### config.mk
export PLATFORM = sky130hd
export DESIGN_NAME = branch_resolve_unit
export DESIGN_NICKNAME = d
export VERILOG_FILES = /design/src/rtl/branch_resolve_unit.sv
export SDC_FILE = /design/constraint.sdc
export NUM_CORES = 1
export LEC_CHECK = 0
export ABC_AREA = 1
export CORE_ASPECT_RATIO = 1.1
export CORE_MARGIN = 1.5
export CORE_UTILIZATION = 30
export DETAILED_ROUTE_END_ITERATION = 7
export PLACE_DENSITY = 0.5
export SLEW_MARGIN = 25
export SYNTH_ARGS = -nofsm -noshare
export SYNTH_HDL_FRONTEND = slang
export SYNTH_SLANG_ARGS = --single-unit
### constraint.sdc
create_clock -name clk -period 13.4 [get_ports clk]
set_input_delay 2.68 -clock clk [delete_from_list [all_inputs] [get_ports clk]]
set_output_delay 2.68 -clock clk [all_outputs]
set_load 0.03 [all_outputs]
### src/rtl/branch_resolve_unit.sv
// Tracks predicted branches from fetch to execute; redirects and squashes on mispredict.
// Optional BRU_STATS_EN adds saturating branch/mispredict counters.
module branch_resolve_unit #(
   parameter int XLEN         = 32,
   parameter int DEPTH        = 4,
   parameter int FLUSH_CYCLES = 2
) (
   input  logic            clk,
   input  logic            rst,
   input  logic            pred_valid,
   input  logic            pred_taken,
   input  logic [XLEN-1:0] pred_pc,
   input  logic [XLEN-1:0] pred_target,
   input  logic            res_valid,
   input  logic            res_taken,
   input  logic [XLEN-1:0] res_target,
   output logic            full,
   output logic            empty,
   output logic            overflow,
   output logic            pcsel,
   output logic            redirect,
   output logic [XLEN-1:0] redirect_pc,
   output logic [1:0]      flush
`ifdef BRU_STATS_EN
   ,
   output logic [15:0]     br_count,
   output logic [15:0]     mp_count
`endif
);

   localparam int AW = $clog2(DEPTH);
   localparam int CW = AW + 1;

   typedef enum logic {S_IDLE, S_FLUSH} state_t;

   state_t          state, state_nx;
   logic [2:0]      cnt, cnt_nx;
   logic [AW-1:0]   wr_ptr, wr_ptr_nx;
   logic [AW-1:0]   rd_ptr, rd_ptr_nx;
   logic [CW-1:0]   count, count_nx;
   logic            overflow_nx, pcsel_nx, redirect_nx;
   logic [XLEN-1:0] redirect_pc_nx;
   logic [1:0]      flush_nx;

   logic [XLEN-1:0] pc_mem  [DEPTH];
   logic [XLEN-1:0] tgt_mem [DEPTH];
   logic            tkn_mem [DEPTH];

   logic            pop, push_req, push, mispredict;
   logic [XLEN-1:0] head_pc, head_target;
   logic            head_taken;

   assign full  = (count == CW'(DEPTH));
   assign empty = (count == '0);

   assign head_pc     = pc_mem[rd_ptr];
   assign head_target = tgt_mem[rd_ptr];
   assign head_taken  = tkn_mem[rd_ptr];

   // A pop frees a slot in the same cycle, so a push while full still lands.
   assign pop        = res_valid & ~empty;
   assign push_req   = pred_valid & (state == S_IDLE);
   assign push       = push_req & (~full | pop);
   assign mispredict = pop & ((head_taken != res_taken) |
                       (head_taken & res_taken & (head_target != res_target)));

   always_comb begin
      state_nx       = state;
      cnt_nx         = cnt;
      wr_ptr_nx      = wr_ptr + AW'(push);
      rd_ptr_nx      = rd_ptr + AW'(pop);
      count_nx       = count + CW'(push) - CW'(pop);
      overflow_nx    = overflow | (push_req & full & ~pop);
      pcsel_nx       = pop & res_taken;
      redirect_nx    = 1'b0;
      redirect_pc_nx = redirect_pc;
      flush_nx       = flush;
      unique case (state)
         S_IDLE: begin
            if (mispredict) begin
               redirect_nx    = 1'b1;
               redirect_pc_nx = res_taken ? res_target : head_pc + XLEN'(4);
               wr_ptr_nx      = '0;
               rd_ptr_nx      = '0;
               count_nx       = '0;
               flush_nx       = 2'b11;
               cnt_nx         = 3'(FLUSH_CYCLES - 1);
               state_nx       = S_FLUSH;
            end
         end
         S_FLUSH: begin
            if (cnt == 3'd0) begin
               flush_nx = 2'b00;
               state_nx = S_IDLE;
            end else begin
               cnt_nx = cnt - 3'd1;
            end
         end
         default: state_nx = S_IDLE;
      endcase
   end

   always_ff @(posedge clk or posedge rst) begin
      if (rst) begin
         state       <= S_IDLE;
         cnt         <= '0;
         wr_ptr      <= '0;
         rd_ptr      <= '0;
         count       <= '0;
         overflow    <= 1'b0;
         pcsel       <= 1'b0;
         redirect    <= 1'b0;
         redirect_pc <= '0;
         flush       <= 2'b00;
      end else begin
         state       <= state_nx;
         cnt         <= cnt_nx;
         wr_ptr      <= wr_ptr_nx;
         rd_ptr      <= rd_ptr_nx;
         count       <= count_nx;
         overflow    <= overflow_nx;
         pcsel       <= pcsel_nx;
         redirect    <= redirect_nx;
         redirect_pc <= redirect_pc_nx;
         flush       <= flush_nx;
      end
   end

   always_ff @(posedge clk or posedge rst) begin
      if (rst) begin
         for (int i = 0; i < DEPTH; i++) begin
            pc_mem[i]  <= '0;
            tgt_mem[i] <= '0;
            tkn_mem[i] <= 1'b0;
         end
      end else if (push) begin
         pc_mem[wr_ptr]  <= pred_pc;
         tgt_mem[wr_ptr] <= pred_target;
         tkn_mem[wr_ptr] <= pred_taken;
      end
   end

`ifdef BRU_STATS_EN
   always_ff @(posedge clk or posedge rst) begin
      if (rst) begin
         br_count <= '0;
         mp_count <= '0;
      end else begin
         if (pop && br_count != 16'hFFFF)
            br_count <= br_count + 16'd1;
         if (mispredict && mp_count != 16'hFFFF)
            mp_count <= mp_count + 16'd1;
      end
   end
`endif

endmodule

==> out/metrics.cfg <==
[global_route]
antenna_found_initial=1
grt_overflow=0
grt_pass1_wl_um=74350
grt_pass1_vias=12668
grt_max_degree=131
groute.usage.overall_pct=18.59

[power_and_ir_drop]
total_power_mw=4.523
pwr-share-comb_pct=42.1
intPower_mw=2.599
switching_share_pct=42.55
powerDensity_nw_per_um2=249.3
ir_drop_v=0.0001350
pwr-share-seq_pct=35.8
leakage_nw=8.640
p_sw_mw=1.925
clock_power_share_pct=22.2

[cells_and_area]
drive_gt1_share_pct=4.515
nets=2168
design_area_um2=18140
syn_to_final_growth_pct=20.33

[clock_network]
cts_root_buf=clkbuf_16
cts_inserted_buffers=37
holdBufCountCts=0
cts_tree=built
htreeDepth=2
clk_pin_slew_ns=0.06
clock_path_buffers=3
insertion_delay_ns=0.54
post_cts_buffers=0
cts.sinks=307
ctsResizeCount=0

[logic_synthesis]
syn_inst=1976
synth.area.top_cells=dfrtp_1 (51%), nand2_1 (19%), o21ai_0 (9.5%)
yosysSeqAreaShare_pct=50.95
synth_cell_type_count=33
synth_most_common_cell=nand2_1
synth_edf_count=0
synth_area_um2=15080
yosysWarnings=0
ys_ff_latch=307
ys_async_sr_fraction_pct=100.0
synthTopCellsByCount=nand2_1 (764), dfrtp_1 (307), o21ai_0 (286)
synth-main-ff-cell=dfrtp_1
yosysTopAreaCell=dfrtp_1
syn-num-nets=2087
yosys.area.top_type_share_pct=50.95
syn_area_per_cell_um2=7.631

[worst_setup_path]
cp-end-kind=asynchronous set/reset pin
rr_endpoint=redirect_pc[10]
cp_slowest_cell=buf_4
path_cells=clkdlybuf4s50_1, inv_8, buf_4, buf_4
critPathKind=primary input to asynchronous set/reset pin
crit_top_cell=buf_4
rrSetupSlack_ns=8.90
critPathLaunchType=primary input
worst_r2r_path_depth=19
critPathRequiredTime_ns=13.85
crit_arrival_ns=5.47
slowest_delay_ns=0.80
crit_fanout=103
rr_startpoint=rd_ptr[0]

[sta]
tightest_slew_ns=0.9680
rsz0062_at_grt=no
fmax_mhz=199.2
post-route-min-period_ns=5.020
clock_skew_ns=0.02571
worst_slew_margin_rel_pct=35.47
hold_viol=0
tns_ns=0
finalSetupViolCount=0
fin_crit_sh_pct=37.46
maxSlewViolCount=0

[die]
dieHeight_um=238.1
fp.dieArea_um2=51620
num_io_pins=141
num_rows=85
core_um2=49240
start_util_pct=30.62
die_w_um=216.8

[drt]
drc=0
dr_total_vias=12994
drt_iter0_markers=1036
wire_per_inst_um=17.39
wl_um=47560
postRouteAntennaNets=0
dr.pass1.iters=5
viasPerCell=4.751

[worst_hold_path]
holdPathStages=2
min_from=tkn_mem[2]
hold_path_class=register to register
hold_path_end=tkn_mem[2]

[placement]
gp_congestion=0.8377
dp_hpwl_um=31150
io_buffers=140
postPlaceCellArea_um2=16920

[job]
cap_violations=0

[run_status]
status=finished, final reports clean

layout make-up:
type / instances / area (µm²)
timing repair buffer: 155 / 1525
multi-input combinational: 1411 / 6351
clock buffer: 56 / 1107
antenna: 1 / 2.502
sequential: 307 / 7687
clock inverter: 8 / 101.3
inverter: 145 / 553.0
tap: 652 / 815.8
fill: 5130 / 31100
worst max-delay path: cells and delay by family:
| family | cells | cell delay, ns |
|---|---|---|
| buffers and inverters | 4 | 2.63 |
power groups by stage:
stage	Sequential, mW	Clock, mW	Combinational, mW
2_1_floorplan	1.63	0	1.30
4_1_cts	1.62	1.03	1.93
3_5_place_dp	1.63	0	1.92
6_report	1.62	1.00	1.90
3_3_place_gp	1.62	0	1.89
5_1_grt	1.67	1.07	2.17
stage by stage:
| step | hold WS, ns | std cells | worst slack, ns | util [%] |
|---|---|---|---|---|
| floorplan | 0.4478 | 1976 | 2.232 | - |
| global placement | 0.4600 | 2670 | 7.619 | 34.36 |
| CTS | 0.4827 | 2734 | 8.120 | 36.82 |
| detailed placement | 0.4681 | 2670 | 7.570 | 34.36 |
| finish | 0.4823 | 2735 | 8.380 | 36.85 |
| global route | 0.5003 | 2734 | 7.952 | 36.84 |
registers in the layout (all words and copies together), names as in the netlist:
| register | cells |
|---|---|
| cnt | 3 |
| count | 3 |
| flush | 1 |
| overflow | 1 |
| pc_mem | 128 |
| pcsel | 1 |
| rd_ptr | 2 |
| redirect | 1 |
| redirect_pc | 32 |
| state | 1 |
| tgt_mem | 128 |
| tkn_mem | 4 |
| wr_ptr | 2 |
cells by family (layout without fill, tap and decap cells):
logic type,after synthesis,count (layout),synth area share (%)
other,0,1,0
AO/OA/AOI/OAI,342,342,11.59
XOR/XNOR,22,22,1.278
flip-flops,307,307,50.95
multiplexers,4,4,0.2655
AND/OR/NAND/NOR,1034,1034,27.85
buffers and inverters,258,364,7.269
adder cells (fa/ha/maj),9,9,0.7966
how the worst max path moves through the flow:
stage | startpoint | to | cells after the start
2_1_floorplan | rst | cnt[0] | 1
3_3_place_gp | rst | pc_mem[18] | 4
3_5_place_dp | rst | pc_mem[50] | 4
4_1_cts | rst | tgt_mem[31] | 4
5_1_grt | rst | rd_ptr[0] | 4
6_report | rst | rd_ptr[0] | 4
cell usage in the layout, fill, tap and decap left out, types with 8 or more instances in the layout:
| cell | n |
|---|---|
| nand2_1 | 761 |
| dfrtp_1 | 305 |
| o21ai_0 | 286 |
| nand3_1 | 158 |
| inv_1 | 141 |
| clkdlybuf4s50_1 | 140 |
| nor2_1 | 79 |
| o21ai_1 | 37 |
| clkbuf_16 | 37 |
| nand3b_1 | 12 |
| xnor2_1 | 12 |
| buf_4 | 12 |
| clkbuf_8 | 11 |
| xor2_1 | 10 |
| ha_1 | 8 |
| clkbuf_1 | 8 |
per-layer routing:
| layer | global-route usage (%) | wire, µm |
|---|---|---|
| met5 | 0 | 0 |
| met4 | 6.061 | 1379 |
| met3 | 2.766 | 2420 |
| met2 | 30.60 | 22150 |
| met1 | 25.04 | 21610 |
Note: power is estimated with default switching activity, not from simulation.
